[src/rtl/alu_seq.sv]
// Sequential ALU: single-cycle logic/add/sub ops, iterative shift-add multiply and
// restoring divide over WIDTH clocks, registered results with a one-cycle done pulse.
module alu_seq #(
    parameter int WIDTH = 16
) (
    input  logic             clk,
    input  logic             rst,
    input  logic             start,
    input  logic [3:0]       ins,
    input  logic [WIDTH-1:0] A,
    input  logic [WIDTH-1:0] B,
    output logic [WIDTH-1:0] out,
    output logic [WIDTH-1:0] hi,
    output logic             zero,
    output logic             carry,
    output logic             ovf,
    output logic             err,
    output logic             busy,
    output logic             done,
    output logic             dbg_state
);
    localparam int SHW = $clog2(WIDTH);
    localparam int CW  = $clog2(WIDTH) + 1;
    localparam int MSB = WIDTH - 1;

    typedef enum logic {IDLE = 1'b0, RUN = 1'b1} state_t;

    state_t           state;
    state_t           state_nx;
    logic [CW-1:0]    cnt;
    logic [WIDTH-1:0] acc;
    logic [WIDTH-1:0] lo;
    logic [WIDTH-1:0] opnd;
    logic             op_div;

    // Handshake: an op is accepted on any rising edge where start=1 and busy=0;
    // done is high for exactly the one cycle following the edge that completes it.
    logic launch_multi;
    assign launch_multi = start && ((ins == 4'd9) || ((ins == 4'd10) && (B != '0)));

    // Single-cycle result path
    logic [WIDTH:0]   sum_add;
    logic [WIDTH:0]   sum_sub;
    logic [WIDTH-1:0] s_out;
    logic [WIDTH-1:0] s_hi;
    logic             s_zero;
    logic             s_carry;
    logic             s_ovf;
    logic             s_err;

    always_comb begin
        sum_add = {1'b0, A} + {1'b0, B};
        sum_sub = {1'b0, A} + {1'b0, ~B} + (WIDTH+1)'(1);
        s_out   = '0;
        s_hi    = '0;
        s_carry = 1'b0;
        s_ovf   = 1'b0;
        s_err   = 1'b0;
        case (ins)
            4'd0: begin
                s_out   = sum_add[MSB:0];
                s_carry = sum_add[WIDTH];
                s_ovf   = (A[MSB] == B[MSB]) && (sum_add[MSB] != A[MSB]);
            end
            4'd1: begin
                s_out   = sum_sub[MSB:0];
                s_carry = sum_sub[WIDTH];
                s_ovf   = (A[MSB] == ~B[MSB]) && (sum_sub[MSB] != A[MSB]);
            end
            4'd2: s_out = A & B;
            4'd3: s_out = A | B;
            4'd4: s_out = A ^ B;
            4'd5: s_out = ~A;
            4'd6: s_out = A << B[SHW-1:0];
            4'd7: s_out = A >> B[SHW-1:0];
            4'd8: s_out = WIDTH'($signed(A) < $signed(B));
            4'd9: s_out = '0;
            4'd10: begin
                // Only the divide-by-zero case completes on this path.
                s_out = '1;
                s_hi  = A;
                s_err = 1'b1;
            end
            default: s_err = 1'b1;
        endcase
        s_zero = (s_out == '0);
    end

    // One multiply / divide iteration
    logic [WIDTH:0]   mul_sum;
    logic [WIDTH:0]   div_shift;
    logic [WIDTH:0]   div_diff;
    logic             div_ge;
    logic [WIDTH-1:0] acc_nx;
    logic [WIDTH-1:0] lo_nx;

    always_comb begin
        mul_sum   = {1'b0, acc} + (lo[0] ? {1'b0, opnd} : '0);
        div_shift = {acc, lo[MSB]};
        div_diff  = div_shift - {1'b0, opnd};
        div_ge    = (div_shift >= {1'b0, opnd});
        acc_nx    = mul_sum[WIDTH:1];
        lo_nx     = {mul_sum[0], lo[MSB:1]};
        if (op_div) begin
            acc_nx = div_ge ? div_diff[MSB:0] : div_shift[MSB:0];
            lo_nx  = {lo[MSB-1:0], div_ge};
        end
    end

    always_ff @(posedge clk or posedge rst) begin
        if (rst) state <= IDLE;
        else     state <= state_nx;
    end

    always_comb begin
        state_nx = state;
        case (state)
            IDLE:    if (launch_multi) state_nx = RUN;
            RUN:     if (cnt == CW'(1)) state_nx = IDLE;
            default: state_nx = IDLE;
        endcase
    end

    always_ff @(posedge clk or posedge rst) begin
        if (rst) begin
            out    <= '0;
            hi     <= '0;
            zero   <= 1'b0;
            carry  <= 1'b0;
            ovf    <= 1'b0;
            err    <= 1'b0;
            done   <= 1'b0;
            cnt    <= '0;
            acc    <= '0;
            lo     <= '0;
            opnd   <= '0;
            op_div <= 1'b0;
        end else begin
            done <= 1'b0;
            case (state)
                IDLE: begin
                    if (launch_multi) begin
                        acc    <= '0;
                        lo     <= A;
                        opnd   <= B;
                        op_div <= (ins == 4'd10);
                        cnt    <= CW'(WIDTH);
                    end else if (start) begin
                        out   <= s_out;
                        hi    <= s_hi;
                        zero  <= s_zero;
                        carry <= s_carry;
                        ovf   <= s_ovf;
                        err   <= s_err;
                        done  <= 1'b1;
                    end
                end
                RUN: begin
                    acc <= acc_nx;
                    lo  <= lo_nx;
                    cnt <= cnt - CW'(1);
                    if (cnt == CW'(1)) begin
                        out   <= lo_nx;
                        hi    <= acc_nx;
                        carry <= 1'b0;
                        err   <= 1'b0;
                        done  <= 1'b1;
                        if (op_div) begin
                            zero <= (lo_nx == '0);
                            ovf  <= 1'b0;
                        end else begin
                            zero <= (lo_nx == '0) && (acc_nx == '0);
                            ovf  <= (acc_nx != '0);
                        end
                    end
                end
                default: ;
            endcase
        end
    end

    assign busy      = (state == RUN);
    assign dbg_state = state;

endmodule
[config.mk]
export PLATFORM = sky130hd
export DESIGN_NAME = alu_seq
export DESIGN_NICKNAME = d
export VERILOG_FILES = /design/src/rtl/alu_seq.sv
export SDC_FILE = /design/constraint.sdc
export NUM_CORES = 1
export LEC_CHECK = 0
export ABC_AREA = 1
export BUFFER_PORTS_ARGS = -buffer_cell sky130_fd_sc_hd__buf_2
export CAP_MARGIN = 20
export CORE_MARGIN = 2
export CORE_UTILIZATION = 30
export DETAILED_ROUTE_END_ITERATION = 8
export SLEW_MARGIN = 15
export SYNTH_ARGS = -nofsm -noshare
export SYNTH_HDL_FRONTEND = slang
export SYNTH_SLANG_ARGS = --single-unit
[constraint.sdc]
create_clock -name clk -period 2.6 [get_ports clk]
set_clock_uncertainty 0.15 [all_clocks]
set_input_delay 0.26 -clock clk [delete_from_list [all_inputs] [get_ports clk]]
set_output_delay 0.26 -clock clk [all_outputs]
set_load 0.005 [all_outputs]
======== Yosys cells after proc, flatten, opt, wreduce, memory -nomap -nowiden ========
Cells that the tools add are included.
word-level totals
  register bits after elaboration ......... 92
  logic and storage cells ................. 111
  output and inout port bits .............. 39
  input port bits ......................... 39
cells by class
  $add $sub $neg .......................... 6
  order comparisons ....................... 2
  reduce and logical (&&, ||, !) cells .... 15
  multiplexer cells ....................... 47
  bitwise operators ....................... 7
  shifts and indexed selects .............. 2
  equal/unequal tests ..................... 19
operator list
  kind                     number
  $mux W16                 13
  $pmux W16 S10            1
  $pmux W16 S2             4
  $add A16 B16 Y17         3
  $logic_not A16 Y1        3
  $not A16 Y16             2
  $reduce_bool A16 Y1      2
  $mux W1                  19
  $add A17 B1 Y17 const B  1
  $ge A17 B16 Y1           1
  $and A16 B16 Y16         1
  $eq A4 B3 Y1 const B     4
  $lt A16 B16 Y1           1
  $or A16 B16 Y16          1
  $pmux W1 S2              8
  $shl A16 B4 Y16          1
  $shr A16 B4 Y16          1
  $sub A16 B16 Y16         1
  $xor A16 B16 Y16         1
  $eq A4 B4 Y1 const B     3
  $pmux W5 S2              1
  $reduce_or A10 Y1        1
  $eq A4 B2 Y1 const B     2
  $ne A2 B2 Y1 const B     3
  13 further kinds         20

======== Logic depth before layout (Yosys ltp) ========
Gate-level depths: netlist of run 1.
  depth in word-level cells ............... 9
  depth in mapped cells ................... 23
  depth with buffers taken out ............ 21

======== Least setup slack after synthesis of run 1 ========
Ideal clock, no wire load.
  path type ............................... reg-to-reg
  start ................................... reg lo[0]
  end ..................................... reg zero
  cell stages (with the launch flop) ...... 22
  clock period less this slack ............ 2742 ps
  required time ........................... 2377 ps
  setup slack ............................. -142 ps
  setup time .............................. 73 ps
  data arrival time ....................... 2519 ps
  buffers on the path ..................... 2
  cell sequence ........................... dfrtp_1 -> clkbuf_1 -> clkbuf_1 -> nand2_1 -> inv_1 -> ha_1 -> fa_1 -> nand3_1 -> nand2_1 -> nand3_1 -> nand2_1 -> nand3_1 -> nand3_1 -> nand3_1 -> nand2_1 -> nor2_1 -> nand2_1 -> nor2_1 -> nand2_1 -> nand2_2 -> nand2_2 -> a21oi_2
between the ends
  word-level cells in the longest chain between the ends .. 8
  elaborated cells on any way between the ends .. 10
  those cells by class .................... 1 x add/sub; 6 x mux; 3 x reduce/logical
RTL lines
  what                                         RTL line  text
  start, declared                              32        logic [WIDTH-1:0] lo;
  start signal, assigned                       160       lo <= lo_nx;
  $mux W16                                     98        mul_sum = {1'b0, acc} + (lo[0] ? {1'b0, opnd} : '0);
  $add A16 B16 Y17                             98
  $mux W16                                     104       if (op_div) begin
  $logic_not A16 Y1, on equally long branches  169, 172
  $logic_and A1 B1 Y1                          172       zero <= (lo_nx == '0) && (acc_nx == '0);
  $mux W1 (*)                                  168       if (op_div) begin
  $mux W1 (*)                                  162       if (cnt == CW'(1)) begin
  $pmux W1 S2 (*)                              140       case (state)
  end signal, assigned                         151       zero <= s_zero;
  end signal, assigned                         169       zero <= (lo_nx == '0);
  end signal, assigned                         172
  end, declared                                14        output logic zero,
Mark *: on every way between the ends. The rest lies on a longest branch, timed or not. The select of a mux whose other input is x is not followed.
A chain may end at the register's enable or synchronous reset.

======== Worst setup path in the final report of run 1 ========
Same ends and word-level chain as after synthesis.

==> metrics.md, run 1 <==
| Metric | Value |
|---|---|
| Status | `finished, violations left` |
| Failing checks | `setup timing` |
| H-tree Lvls | `3` |
| Final setup vio count | `4` |
| CP max FO | `5` |
| Initial Util | `30.5%` |
| Total Wirelength | `51.6 mm` |
| Initial DRC count | `1487` |
| DR WL/cell | `18.8 µm` |
| FFs w/ async S/R, synth | `100%` |
| Slew Limit Fails | `0` |
| Area growth syn-to-layout | `43.3%` |
| Gr usage total | `26.8%` |
| Leak pwr | `8.36 nW` |
| CP Class | `register to register` |
| Unrepaired setup endpoints after global routing | `true` |
| Clock power share | `8.2%` |
| Max Root-Sink Buffers | `2` |
| Final nets | `2404` |
| Residual DRC count | `0` |
| Core Region | `35700 µm²` |
| Placed cell count | `2718` |
| Pin count of the biggest net entering global routing | `33` |
| Top post-synthesis cells by area | `nand2_1 22%, dfrtp_1 21%, nand3_1 11%` |
| Post-synth EDFFs | `0` |
| CP max stage cell | `dfrtp_2` |
| Met2 WL post-DR | `24.0 mm` |
| Post-DP HPWL | `42.2 mm` |
| Most used flip-flop cell after synthesis | `dfrtp_1` |
| Synth Area per Inst | `5.84 µm²` |
| Core Rows | `69` |
| Pwr dens | `1100 nW/µm²` |
| Met3 WL post-DR | `3.28 mm` |
| Combinational share of power | `75.8%` |
| Worst setup SP type | `register` |
| Slowest Stage Delay on Critical Path | `470 ps` |
| I/O pin cnt | `78` |
| Highest routed layer | `met4` |
| FF+latch count, synth | `92` |
| Switching part of the total power | `48.2%` |
| Port bufs | `77` |
| Slew of the pin with the lowest slew margin | `695 ps` |
| Fraction of final layout cells sized beyond drive strength 1 | `27.6%` |
| Clock sinks | `92` |
| Cts bufs inserted | `9` |
| Vias per cell | `5.17` |
| Worst endpoint data arrival time | `2920 ps` |
| CP endpoint kind | `register` |
| Sequential cell area fraction in the yosys report | `21.2%` |
| Cell taking the most area after synthesis | `nand2_1` |
| Die Footprint | `37800 µm²` |
| 1st-pass router iterations | `6` |
| Cells after Synth | `1864` |
| Final hold violation count | `0` |
| First-pass GRT wire length | `78.1 mm` |
| Fin crit share | `107%` |
| Vias in the first global route | `13700` |
| Initial antenna violation count | `0` |
| Highest Clock Rate | `360 MHz` |
| Synth Warn # | `0` |
| Clk Latency, worst-skew pair | `360 ps` |
| Remaining Overflow, GRT | `0` |
| Synthesized area | `10900 µm²` |
| Commonest cells in the netlist | `630 x nand2_1, 246 x nand3_1, 243 x inv_1` |
| Bufs and invs on worst path | `2` |
| Cell Count, Final, Fillers Out | `2742` |
| Library cells used by synthesis | `45` |
| Top cell type's share of synthesized area | `21.7%` |
| Die Wd | `194 µm` |
| Root Driver | `clkbuf_16` |
| P_int | `0.00890 W` |
| CP required | `2740 ps` |
| Switching power | `0.00830 W` |
| CTS clk-pin slew, worst paths | `70 ps` |
| Overall power | `0.0172 W` |
| Most frequent CP cell | `nand2_1` |
| N_diodes | `0` |
| Crit path max-delay family | `simple AND/OR/NAND/NOR gates` |
| Die H | `194 µm` |
| Top-count cell post-synth | `nand2_1` |
| # Max-Cap Violations | `0` |
| Clock tree from TritonCTS | `done` |
| Sequential power share | `15.9%` |
| Worst Slack Setup Final | `-181 ps` |
| Slew headroom | `53.6%` |
| Syn nets | `1992` |
| Antenna Nets Post-Route | `0` |
| Crit path time final | `2780 ps` |
| Final GP Congestion | `1.07` |
| Critical path cell sequence | `buf_6, nand2_1, inv_1, ha_4, a21oi_2, o21ai_0, nand2_1, nand3_2, nor2_1, nand3b_1, nand2_1, nor2_1, nand2_1, nor2_2, nand2_2, nand2_4, nand2_4, a21oi_2` |
| DR vias | `14200` |
| Wl on met1 | `21.4 mm` |
| Hold crit path type | `input port to register` |
| Peak VDD IR | `0.490 mV` |
## worst min-delay path: cells and delay by family
kind	cells	cell delay [ps]
buffers and inverters	2	240
AOI/OAI and AO/OA	1	60
and+or+nand+nor	1	50
## area by class of cell
cell class                 instances  area (µm²)
fill                            3733       20100
multi-input combinational       1447        7930
timing repair buffer             475        3520
sequential                        92        2300
inverter                         251         946
tap                              461         577
clock buffer                      10         239
clock inverter                     6        70.1
## power groups by stage
stage | clock (W) | combinational [W] | sequential (W)
after floorplan | 0 | 0.00616 | 0.00254
after global placement | 0 | 0.0112 | 0.00267
after detailed placement | 0 | 0.0113 | 0.00270
after CTS | 0.00143 | 0.0122 | 0.00270
after global routing | 0.00149 | 0.0142 | 0.00281
final | 0.00142 | 0.0130 | 0.00274
## state kept, by name, summed over array words and instances (netlist names)
signal	flops
acc	16
busy	1
carry	1
cnt	5
done	1
err	1
hi	16
lo	16
op_div	1
opnd	16
out	16
ovf	1
zero	1
## cell usage in the layout (no fill, tap or decap), types with 22 or more instances in the layout
cell      synthesis  final
ha_4              0     25
buf_4             5    381
nand4_1          23     23
nand3_2           2     22
o211ai_1         24     24
nor2_1          161    154
buf_2            37     77
nand2_2           3     25
nand3_1         246    222
nand2_1         630    603
o21ai_0          89     85
ha_1             85     58
a21oi_1          72     62
dfrtp_1          92     90
inv_1           243    234
## routing by layer
| metal | up-vias | global-route usage [%] |
|---|---|---|
| met5 | - | 0 |
| met4 | 0 | 13.7 |
| met3 | 128 | 2.34 |
| met2 | 600 | 45.7 |
| met1 | 6610 | 33.9 |
| li1 | 6834 | - |
## cells by family after synthesis
group	share of synthesized area [%]
AOI/OAI and AO/OA	12.6
adders and majority gates	10.5
and+or+nand+nor	42.9
DFF	21.2
buffers and inverters	11.9
xor gates and xnor gates	0.885
## what timing repair did
| item | 4_1_cts | 5_1_grt |
|---|---|---|
| endpoints found under the setup margin | 8 | 23 |
| cloned | 1 | 0 |
| endpoints found under the hold margin | 24 | 0 |
| hold buffers | 1 | 0 |
| pin swaps | 23 | 42 |
| gates resized for setup | 68 | 64 |
| buffers inserted | 4 | 2 |
## through the flow
step	TNS (ps)	setup slack [ps]	hold slack [ps]	util (%)	area, µm²
after CTS	-291	-187	127	42.8	15300
after floorplan	0	1.49	231	-	10900
after detailed placement	-1930	-338	262	40.8	14600
after global routing	-1460	-390	146	43.7	15600
final	-426	-181	129	43.7	15600
after global placement	-1190	-313	260	40.8	14600
## final timing paths
| path | from | end | slack, ps | depth (start not counted) |
|---|---|---|---|---|
| min in group asynchronous | rst | opnd[11]$_DFFE_PP0P_ | 410 | 3 |
| max | lo[0]$_DFFE_PP0P_ | zero$_DFFE_PP0P_ | -180 | 18 |
| max in group asynchronous | rst | out[14]$_DFFE_PP0P_ | 1230 | 4 |
| max reg2reg | lo[0]$_DFFE_PP0P_ | zero$_DFFE_PP0P_ | -180 | 18 |
| min reg2reg | carry$_DFFE_PP0P_ | carry$_DFFE_PP0P_ | 360 | 1 |
| min | B[12] | opnd[12]$_DFFE_PP0P_ | 130 | 4 |
Power figures use the tool's default switching activity.
==> run 2: changes to the inputs <==
Clock period 2.6 ns to 2.72 ns, I/O delays scaled along.
==> metrics.md, run 2 (synthesis results as in run 1) <==
| Metric | Value |
|---|---|
| Slew of the pin with the lowest slew margin | `815 ps` |
| DR WL/cell | `18.8 µm` |
| Fill count | `3756` |
| Unrepaired setup endpoints after global routing | `true` |
| Hold slack | `139 ps` |
| Sequential standard cell area | `2310 µm²` |
| Total Wirelength | `51.5 mm` |
| Area of the multi-input gates | `8070 µm²` |
| Clock sinks | `92` |
| Max Root-Sink Buffers | `2` |
| Worst Slack Setup Final | `-34.1 ps` |
| Slew Limit Fails | `0` |
| CP required | `2860 ps` |
| CTS clk-pin slew, worst paths | `70 ps` |
| CP endpoint kind | `register` |
| Fraction of final layout cells sized beyond drive strength 1 | `28.6%` |
| Final hold violation count | `0` |
| Core Rows | `69` |
| Status | `finished, violations left` |
| Fin crit share | `101%` |
| Final nets | `2404` |
| Remaining Overflow, GRT | `0` |
| Clock tree from TritonCTS | `done` |
| Final GP Congestion | `1.02` |
| Hold crit path type | `input port to register` |
| N_diodes | `0` |
| Initial Util | `30.5%` |
| Overall power | `0.0171 W` |
| Area growth syn-to-layout | `45.6%` |
| Die Footprint | `37800 µm²` |
| Initial antenna violation count | `0` |
| # Max-Cap Violations | `0` |
| Post-DP HPWL | `41.8 mm` |
| Commonest cells after routing, fill and taps aside | `596 x nand2_1, 375 x buf_4, 227 x nand3_1` |
| Peak VDD IR | `0.525 mV` |
| Antenna Nets Post-Route | `0` |
| Final setup vio count | `2` |
| Die H | `194 µm` |
| Commonest non-fill, non-tap cell in the layout | `nand2_1` |
| CP Class | `register to register` |
| Highest Clock Rate | `363 MHz` |
| Worst endpoint data arrival time | `2890 ps` |
| Port bufs | `77` |
| DR vias | `14000` |
| Highest routed layer | `met4` |
| Total negative setup slack | `-58.8 ps` |
| Placed cell count | `2703` |
| Met3 WL post-DR | `2.55 mm` |
| Root Driver | `clkbuf_16` |
| Pin count of the biggest net entering global routing | `93` |
| Core Region | `35700 µm²` |
| Failing checks | `setup timing` |
| CP max FO | `5` |
| Wl on met1 | `21.6 mm` |
| Slew headroom | `45.4%` |
| Worst setup SP type | `register` |
| Vias in the first global route | `13700` |
| First-pass GRT wire length | `77.6 mm` |
| H-tree Lvls | `3` |
| 1st-pass router iterations | `5` |
| Crit path time final | `2750 ps` |
| Pwr dens | `1080 nW/µm²` |
| Final Util | `44.4%` |
| I/O pin cnt | `78` |
| Leak pwr | `8.41 nW` |
| Initial DRC count | `1260` |
| Clk Latency, worst-skew pair | `360 ps` |
| Gr usage total | `26.6%` |
| Met2 WL post-DR | `24.8 mm` |
| Cell Count, Final, Fillers Out | `2742` |
| Die Wd | `194 µm` |
| Cts bufs inserted | `9` |
| Vias per cell | `5.11` |
| Residual DRC count | `0` |
==> run 2: path summary, 6_finish.rpt <==
check / startpoint / end / slack (ps) / cells after the start
min in group asynchronous: rst / opnd[14]$_DFFE_PP0P_ / 430 / 4
hold reg to reg: err$_DFFE_PP0P_ / err$_DFFE_PP0P_ / 360 / 2
max in group asynchronous: rst / lo[0]$_DFFE_PP0P_ / 1500 / 4
setup / recovery: lo[0]$_DFFE_PP0P_ / zero$_DFFE_PP0P_ / -30 / 19
setup reg to reg: lo[0]$_DFFE_PP0P_ / zero$_DFFE_PP0P_ / -30 / 19
hold / removal: B[13] / opnd[13]$_DFFE_PP0P_ / 140 / 4
==> run 2: what timing repair did <==
item | CTS | global route
pin swaps | 34 | 44
hold buffers | 1 | 0
cloned | 0 | 1
setup endpoints to repair | 9 | 14
gates resized for setup | 91 | 89
buffers inserted | 10 | 12
hold endpoints to repair | 92 | 0
==> run 2: cell type report <==
class	count	area share [%]
clock buffer	10	1.51
clock inverter	6	0.734
sequential	92	14.6
multi-input combinational	1447	51.0
tap	461	3.64
inverter	251	5.97
timing repair buffer	475	22.6
==> run 2: layer usage <==
layer | vias to the layer above | global-route usage (%)
li1 | 6839 | -
met1 | 6565 | 33.3
met2 | 523 | 46.6
met3 | 96 | 1.74
met4 | 0 | 12.3
met5 | - | 0
==> run 2: power by group <==
part	leakage, nW	switching, W	internal, W
clock	0.174	0.000598	0.000933
combinational	7.12	0.00696	0.00600
sequential	1.11	0.000579	0.00206
==> run 2: worst max-delay path, cell delays in order, from the launching register on <==
cell and delay [ps]:
dfrtp_2 500, nand2_2 100, inv_2 40, ha_4 170, fa_2 420, nand3_2 100
nand2_4 70, nand3_2 80, nand2_4 70, nand3_4 70, nand3_2 60, nand3_1 100
nand2_1 110, nor2_1 90, nand2_1 90, nor2_4 140, nand2_2 100, nand2_4 80
nand2_2 50, a21oi_2 110
==> run 2: through the flow <==
step	worst slack [ps]	area (µm²)
final	-34.1	15800
after global routing	-177	15800
after CTS	-6.33	15400
after detailed placement	-370	14500
after global placement	-361	14500
after floorplan	3.63	10900
